[src/rtl/bus_pkg.sv]
// Shared definitions for the bus source mux: source codes, halt code, control state.
// Latency: n/a (types and constants only).  Backpressure: n/a.
package bus_pkg;

    typedef enum logic [2:0] {
        SRC_AC = 3'd0,
        SRC_AR = 3'd1,
        SRC_PC = 3'd2,
        SRC_DR = 3'd3,
        SRC_TR = 3'd4
    } src_code_e;

    localparam int END_CODE_DEF = 6;

    typedef enum logic {
        ST_RUN  = 1'b0,
        ST_HALT = 1'b1
    } state_e;

endpackage

[src/rtl/bus_err_counter.sv]
// Saturating event counter for illegal bus selects.
// Latency: count reflects inc one cycle later.  Backpressure: none; sticks at all-ones.
module bus_err_counter #(
    parameter int CNT_W = 8
) (
    input  logic             clk,
    input  logic             rst,
    input  logic             inc,
    output logic [CNT_W-1:0] count
);

    logic [CNT_W-1:0] r_count;

    always_ff @(posedge clk) begin
        if (rst) begin
            r_count <= '0;
        end else if (inc && (r_count != {CNT_W{1'b1}})) begin
            r_count <= r_count + CNT_W'(1);
        end
    end

    assign count = r_count;

endmodule

[src/rtl/bus_src_mux.sv]
// Selects one source register onto bus A, with a HALT state entered by the end code.
// Latency: 1 cycle select-to-bus_out.  Backpressure: none; selects ignored while halted.
module bus_src_mux
    import bus_pkg::*;
#(
    parameter int DATA_W   = 16,
    parameter int NUM_SRC  = 5,
    parameter int SEL_W    = 3,
    parameter int END_CODE = END_CODE_DEF,
    parameter int CNT_W    = 8
) (
    input  logic                      clk,
    input  logic                      rst,
    input  logic                      sel_valid,
    input  logic [SEL_W-1:0]          select,
    input  logic [NUM_SRC*DATA_W-1:0] src_bus,
    input  logic                      resume,
    output logic [DATA_W-1:0]         bus_out,
    output logic                      bus_valid,
    output logic                      end_ops,
    output logic                      sel_err,
    output logic [CNT_W-1:0]          err_count
);

    localparam logic [SEL_W:0]   NUM_SRC_C  = (SEL_W+1)'(NUM_SRC);
    localparam logic [SEL_W-1:0] END_CODE_C = SEL_W'(END_CODE);

    state_e              r_state;
    state_e              w_state_nxt;
    logic [DATA_W-1:0]   r_bus_out;
    logic                r_bus_valid;
    logic                r_sel_err;
    logic                w_accept;
    logic                w_is_src;
    logic                w_is_end;
    logic                w_load;
    logic                w_err;
    logic                w_end_ops;
    logic [DATA_W-1:0]   w_bus_nxt;

    assign w_accept  = sel_valid && (r_state == ST_RUN);
    assign w_is_src  = ({1'b0, select} < NUM_SRC_C);
    assign w_is_end  = !w_is_src && (select == END_CODE_C);
    assign w_load    = w_accept && !w_is_end;
    assign w_err     = w_accept && !w_is_src && !w_is_end;
    // Illegal codes drive an all-zero bus rather than an out-of-range slice.
    assign w_bus_nxt = w_is_src ? src_bus[select*DATA_W +: DATA_W] : '0;

    always_ff @(posedge clk) begin
        if (rst) begin
            r_state <= ST_RUN;
        end else begin
            r_state <= w_state_nxt;
        end
    end

    always_comb begin
        w_state_nxt = r_state;
        case (r_state)
            ST_RUN:  if (w_accept && w_is_end) w_state_nxt = ST_HALT;
            ST_HALT: if (resume)               w_state_nxt = ST_RUN;
            default: w_state_nxt = ST_RUN;
        endcase
    end

    always_comb begin
        w_end_ops = (r_state == ST_HALT);
    end

    always_ff @(posedge clk) begin
        if (rst) begin
            r_bus_out   <= '0;
            r_bus_valid <= 1'b0;
            r_sel_err   <= 1'b0;
        end else begin
            r_bus_valid <= w_load;
            r_sel_err   <= w_err;
            if (w_load) begin
                r_bus_out <= w_bus_nxt;
            end
        end
    end

    bus_err_counter #(
        .CNT_W (CNT_W)
    ) u_err_counter (
        .clk   (clk),
        .rst   (rst),
        .inc   (w_err),
        .count (err_count)
    );

    assign bus_out   = r_bus_out;
    assign bus_valid = r_bus_valid;
    assign sel_err   = r_sel_err;
    assign end_ops   = w_end_ops;

endmodule

[config.mk]
export PLATFORM = sky130hd
export DESIGN_NAME = bus_src_mux
export DESIGN_NICKNAME = d
export VERILOG_FILES = /design/src/rtl/bus_pkg.sv /design/src/rtl/bus_err_counter.sv /design/src/rtl/bus_src_mux.sv
export SDC_FILE = /design/constraint.sdc
export NUM_CORES = 1
export LEC_CHECK = 0
export BUFFER_PORTS_ARGS = -buffer_cell sky130_fd_sc_hd__buf_2
export CAP_MARGIN = 40
export CORE_ASPECT_RATIO = 0.7
export CORE_MARGIN = 4
export CORE_UTILIZATION = 35
export CTS_BUF_LIST = sky130_fd_sc_hd__clkbuf_8 sky130_fd_sc_hd__clkbuf_16
export CTS_CLUSTER_SIZE = 12
export DETAILED_ROUTE_END_ITERATION = 10
export PLACE_DENSITY = 0.79
export SLEW_MARGIN = 20
export SYNTH_ARGS = -nofsm -noshare
export SYNTH_HDL_FRONTEND = slang
export SYNTH_SLANG_ARGS = --single-unit
[constraint.sdc]
create_clock -name clk -period 1.7 [get_ports clk]
set_input_delay 0.255 -clock clk [delete_from_list [all_inputs] [get_ports clk]]
set_output_delay 0.255 -clock clk [all_outputs]
set_load 0.02 [all_outputs]
==> impl_metrics.xml <==
<?xml version="1.0" encoding="UTF-8"?>
<metrics>
  <group name="run_status">
    <metric name="status" unit="">completed</metric>
  </group>
  <group name="power_and_ir_drop">
    <metric name="cellPowerDensity" unit="nW/um^2">620.1</metric>
    <metric name="power.ir.vdd_worst" unit="mV">0.3290</metric>
    <metric name="leakage" unit="nW">1.078</metric>
  </group>
  <group name="clock_network">
    <metric name="post-cts-setup-buffer-count" unit="">0</metric>
    <metric name="clock_tree.buffer_depth" unit="">2</metric>
    <metric name="postCtsResizedCells" unit="">0</metric>
    <metric name="worst_setup_hold_path_clk_slew" unit="ps">90</metric>
    <metric name="insertion_delay" unit="ps">270</metric>
    <metric name="cts_buffers" unit="">3</metric>
    <metric name="htreeDepth" unit="">1</metric>
    <metric name="cts.hold.buffers_added" unit="">0</metric>
    <metric name="numClockSinks" unit="">27</metric>
    <metric name="tritoncts" unit="">done</metric>
    <metric name="clockRootBuffer" unit="">sky130_fd_sc_hd__clkbuf_8</metric>
  </group>
  <group name="logic_synthesis">
    <metric name="synth-seq-cells" unit="">27</metric>
    <metric name="yosysTopAreaCell" unit="">sky130_fd_sc_hd__dfxtp_1</metric>
    <metric name="ys_types" unit="">40</metric>
    <metric name="synth.cell_area" unit="sq um">1585</metric>
    <metric name="synthesis.yosys.warnings" unit="">0</metric>
    <metric name="seq_area_frac_synth" unit="%">34.10</metric>
    <metric name="synth.top_cells.by_area" unit="">sky130_fd_sc_hd__dfxtp_1, sky130_fd_sc_hd__mux4_2, sky130_fd_sc_hd__mux4_1, sky130_fd_sc_hd__a221o_1, sky130_fd_sc_hd__nor2b_1</metric>
    <metric name="syn_avg_cell_area" unit="sq um">11.49</metric>
    <metric name="synth_cells" unit="">138</metric>
    <metric name="synth_fp_nets" unit="">226</metric>
    <metric name="yosys.area.top_type_share" unit="%">34.10</metric>
  </group>
  <group name="critical_path">
    <metric name="cp-endpoint" unit="">bus_out[15]</metric>
    <metric name="worst_r2r_startpoint" unit="">end_ops</metric>
    <metric name="critical_path.endpoint_type" unit="">flop</metric>
    <metric name="start_kind" unit="">flop</metric>
    <metric name="crit_fanout" unit="">10</metric>
    <metric name="timing.rr.end" unit="">bus_out[15]</metric>
    <metric name="required" unit="ps">1860</metric>
    <metric name="worstSetupStartpoint" unit="">end_ops</metric>
    <metric name="critical_path_arrival" unit="ps">1660</metric>
    <metric name="worst-setup-path-type" unit="">reg -&gt; reg</metric>
    <metric name="setup_slack_of_the_most_critical_reg_to_reg_path" unit="ps">200</metric>
    <metric name="reg2reg_depth" unit="">4</metric>
  </group>
  <group name="layout">
    <metric name="final_layout_size_suffix_gt1_share" unit="%">56.75</metric>
    <metric name="num_antenna_cells" unit="">0</metric>
    <metric name="area_delta_synth_final" unit="%">42.86</metric>
    <metric name="post_layout_nonfiller_instances" unit="">307</metric>
    <metric name="final_common_cell" unit="">sky130_fd_sc_hd__buf_2</metric>
    <metric name="leading_cell_types_in_the_layout_fill_and_taps_excluded" unit="">sky130_fd_sc_hd__buf_2, sky130_fd_sc_hd__dfxtp_1, sky130_fd_sc_hd__nor2_1</metric>
    <metric name="finish.net_count" unit="">341</metric>
    <metric name="final_core_utilization" unit="%">52.01</metric>
  </group>
  <group name="die">
    <metric name="full_die_area" unit="sq um">5687</metric>
    <metric name="std_cell_core_area" unit="sq um">4354</metric>
    <metric name="fp-row-count" unit="">20</metric>
    <metric name="floorplan.initialDensity" unit="%">36.41</metric>
    <metric name="io_pins" unit="">114</metric>
    <metric name="floorplan.die.width" unit="um">88.44</metric>
    <metric name="fp.dieH" unit="um">64.31</metric>
  </group>
  <group name="routing">
    <metric name="detail_route.iter0.violations" unit="">71</metric>
    <metric name="drtAntennaViolNets" unit="">0</metric>
    <metric name="vias_per_cell" unit="">5.039</metric>
    <metric name="detail_route.drc_violations" unit="">0</metric>
    <metric name="drt_pre_antenna_iters" unit="">4</metric>
    <metric name="total_wire_length_after_detailed_routing" unit="um">4431</metric>
    <metric name="detail_route.wl_per_cell" unit="um">14.43</metric>
    <metric name="vias" unit="">1547</metric>
  </group>
  <group name="timing">
    <metric name="post-route-worst-setup-slack" unit="ps">202.5</metric>
    <metric name="totalNegativeSetupSlack" unit="ps">0</metric>
    <metric name="timing.final.hold_violations" unit="">0</metric>
    <metric name="period_needed" unit="ps">1497</metric>
    <metric name="fin_worst_skew" unit="ps">4.880</metric>
    <metric name="grt_setup_unrepaired" unit="">false</metric>
    <metric name="final.period_utilization" unit="%">88.09</metric>
    <metric name="slew_violations" unit="">0</metric>
    <metric name="setup_viol" unit="">0</metric>
    <metric name="tightest_slew" unit="ps">469.6</metric>
    <metric name="clock.fmax" unit="MHz">667.8</metric>
    <metric name="maxSlewHeadroom" unit="%">68.66</metric>
    <metric name="whs" unit="ps">200.7</metric>
  </group>
  <group name="place">
    <metric name="numPlacedInstances" unit="">303</metric>
    <metric name="numPortBuffers" unit="">113</metric>
    <metric name="detailedPlace.worstSlack" unit="ps">96.34</metric>
    <metric name="finalWeightedCongestion" unit="">0.7778</metric>
    <metric name="hpwlAfterDp" unit="um">3712</metric>
  </group>
  <group name="global_routing">
    <metric name="largest_net_degree_at_the_start_of_global_routing" unit="">21</metric>
    <metric name="grt_pass1_wl" unit="um">6969</metric>
    <metric name="remaining_global_route_overflow" unit="">0</metric>
    <metric name="antenna_violations_before_repair" unit="">0</metric>
    <metric name="grt_util_all_layers" unit="%">15.63</metric>
    <metric name="grt_pass1_vias" unit="">1526</metric>
  </group>
  <group name="hold_path">
    <metric name="worstHoldPathType" unit="">in -&gt; reg</metric>
    <metric name="min_path_cells" unit="">2</metric>
  </group>
  <group name="job">
    <metric name="max_cap_violations" unit="">0</metric>
  </group>
</metrics>
## power by group
part           total, mW  switching (mW)  internal (mW)
Combinational      0.363           0.161          0.201
Sequential         0.680          0.0169          0.664
Clock              0.361           0.197          0.164
Total               1.40           0.375           1.03
## cell type report
type / instances / area (sq um)
fillers: 427 / 2090
repair buffers: 118 / 615.6
well taps: 55 / 68.82
multi-input cells: 100 / 982.2
clock buffers: 3 / 41.29
inverters: 3 / 11.26
clock inverters: 1 / 5.005
flip-flops and latches: 27 / 540.5
## routing by layer
metal	up-vias	GRT usage, %	wire length [um]
li1	784	-	-
met1	698	20.71	1865
met2	63	26.59	2215
met3	2	4.124	336
met4	0	1.132	13
met5	-	0	0
## sequential cells by signal, summed over array words and instances, names as in the netlist
name / cells
bus_out: 16
u_err_counter.count: 8
bus_valid: 1
end_ops: 1
sel_err: 1
## synth_stat cells
| library cell | number |
|---|---|
| sky130_fd_sc_hd__a2111oi_2 | 1 |
| sky130_fd_sc_hd__a211oi_1 | 6 |
| sky130_fd_sc_hd__a221o_1 | 10 |
| sky130_fd_sc_hd__a22oi_1 | 6 |
| sky130_fd_sc_hd__a31oi_1 | 1 |
| sky130_fd_sc_hd__and3_1 | 1 |
| sky130_fd_sc_hd__and3b_1 | 1 |
| sky130_fd_sc_hd__and4_1 | 1 |
| sky130_fd_sc_hd__and4b_2 | 1 |
| sky130_fd_sc_hd__buf_2 | 2 |
| sky130_fd_sc_hd__buf_4 | 1 |
| sky130_fd_sc_hd__buf_6 | 2 |
| sky130_fd_sc_hd__clkbuf_1 | 3 |
| sky130_fd_sc_hd__dfxtp_1 | 27 |
| sky130_fd_sc_hd__ha_1 | 1 |
| sky130_fd_sc_hd__inv_1 | 2 |
| sky130_fd_sc_hd__inv_2 | 1 |
| sky130_fd_sc_hd__mux2_2 | 1 |
| sky130_fd_sc_hd__mux2i_1 | 1 |
| sky130_fd_sc_hd__mux4_1 | 4 |
| sky130_fd_sc_hd__mux4_2 | 12 |
| sky130_fd_sc_hd__nand2_1 | 3 |
| sky130_fd_sc_hd__nand2b_1 | 2 |
| sky130_fd_sc_hd__nand3_1 | 2 |
| sky130_fd_sc_hd__nand4_1 | 2 |
| sky130_fd_sc_hd__nand4b_1 | 1 |
| sky130_fd_sc_hd__nor2_1 | 15 |
| sky130_fd_sc_hd__nor2_2 | 2 |
| sky130_fd_sc_hd__nor2b_1 | 10 |
| sky130_fd_sc_hd__nor3_1 | 2 |
| sky130_fd_sc_hd__nor3_4 | 1 |
| sky130_fd_sc_hd__nor3b_4 | 1 |
| sky130_fd_sc_hd__o211ai_1 | 1 |
| sky130_fd_sc_hd__o211ai_2 | 1 |
| sky130_fd_sc_hd__o21a_1 | 1 |
| sky130_fd_sc_hd__o21ai_0 | 2 |
| sky130_fd_sc_hd__or3_1 | 1 |
| sky130_fd_sc_hd__or4_1 | 1 |
| sky130_fd_sc_hd__xnor2_1 | 2 |
| sky130_fd_sc_hd__xor2_1 | 3 |
## critical path, cell delays in order (launching register included)
cell	delay (ps)
sky130_fd_sc_hd__dfxtp_1	390
sky130_fd_sc_hd__nand2b_1	250
sky130_fd_sc_hd__or3_1	370
sky130_fd_sc_hd__nor2b_1	110
sky130_fd_sc_hd__a221o_1	270
## kinds of logic (layout without fill, tap and decap cells)
kind of cell               Yosys count  count (layout)  synth area share, %
buffers and inverters               11             125                3.946
DFF                                 27              27                34.10
adders and majority gates            1               1               0.7891
xor gates and xnor gates             5               5                2.763
and+or+nand+nor                     47              47                17.68
muxes                               18              18                25.02
AOI/OAI and AO/OA                   29              29                15.71
## per-stage QoR
stage | total power [mW] | cell area (sq um)
floorplan | 0.9012 | 1585
global placement | 1.052 | 2218
detailed placement | 1.061 | 2218
CTS | 1.422 | 2265
global route | 1.487 | 2265
finish | 1.404 | 2265
## worst min-delay path by stage
stage,start,endpoint,slack (ps)
2_1_floorplan,src_bus[64],bus_out[0],390
3_3_place_gp,bus_out[15],bus_out[15],470
3_5_place_dp,bus_out[5],bus_out[5],470
4_1_cts,src_bus[67],bus_out[3],200
5_1_grt,src_bus[67],bus_out[3],200
6_report,src_bus[67],bus_out[3],200
Note: power is estimated with default switching activity, not from simulation.
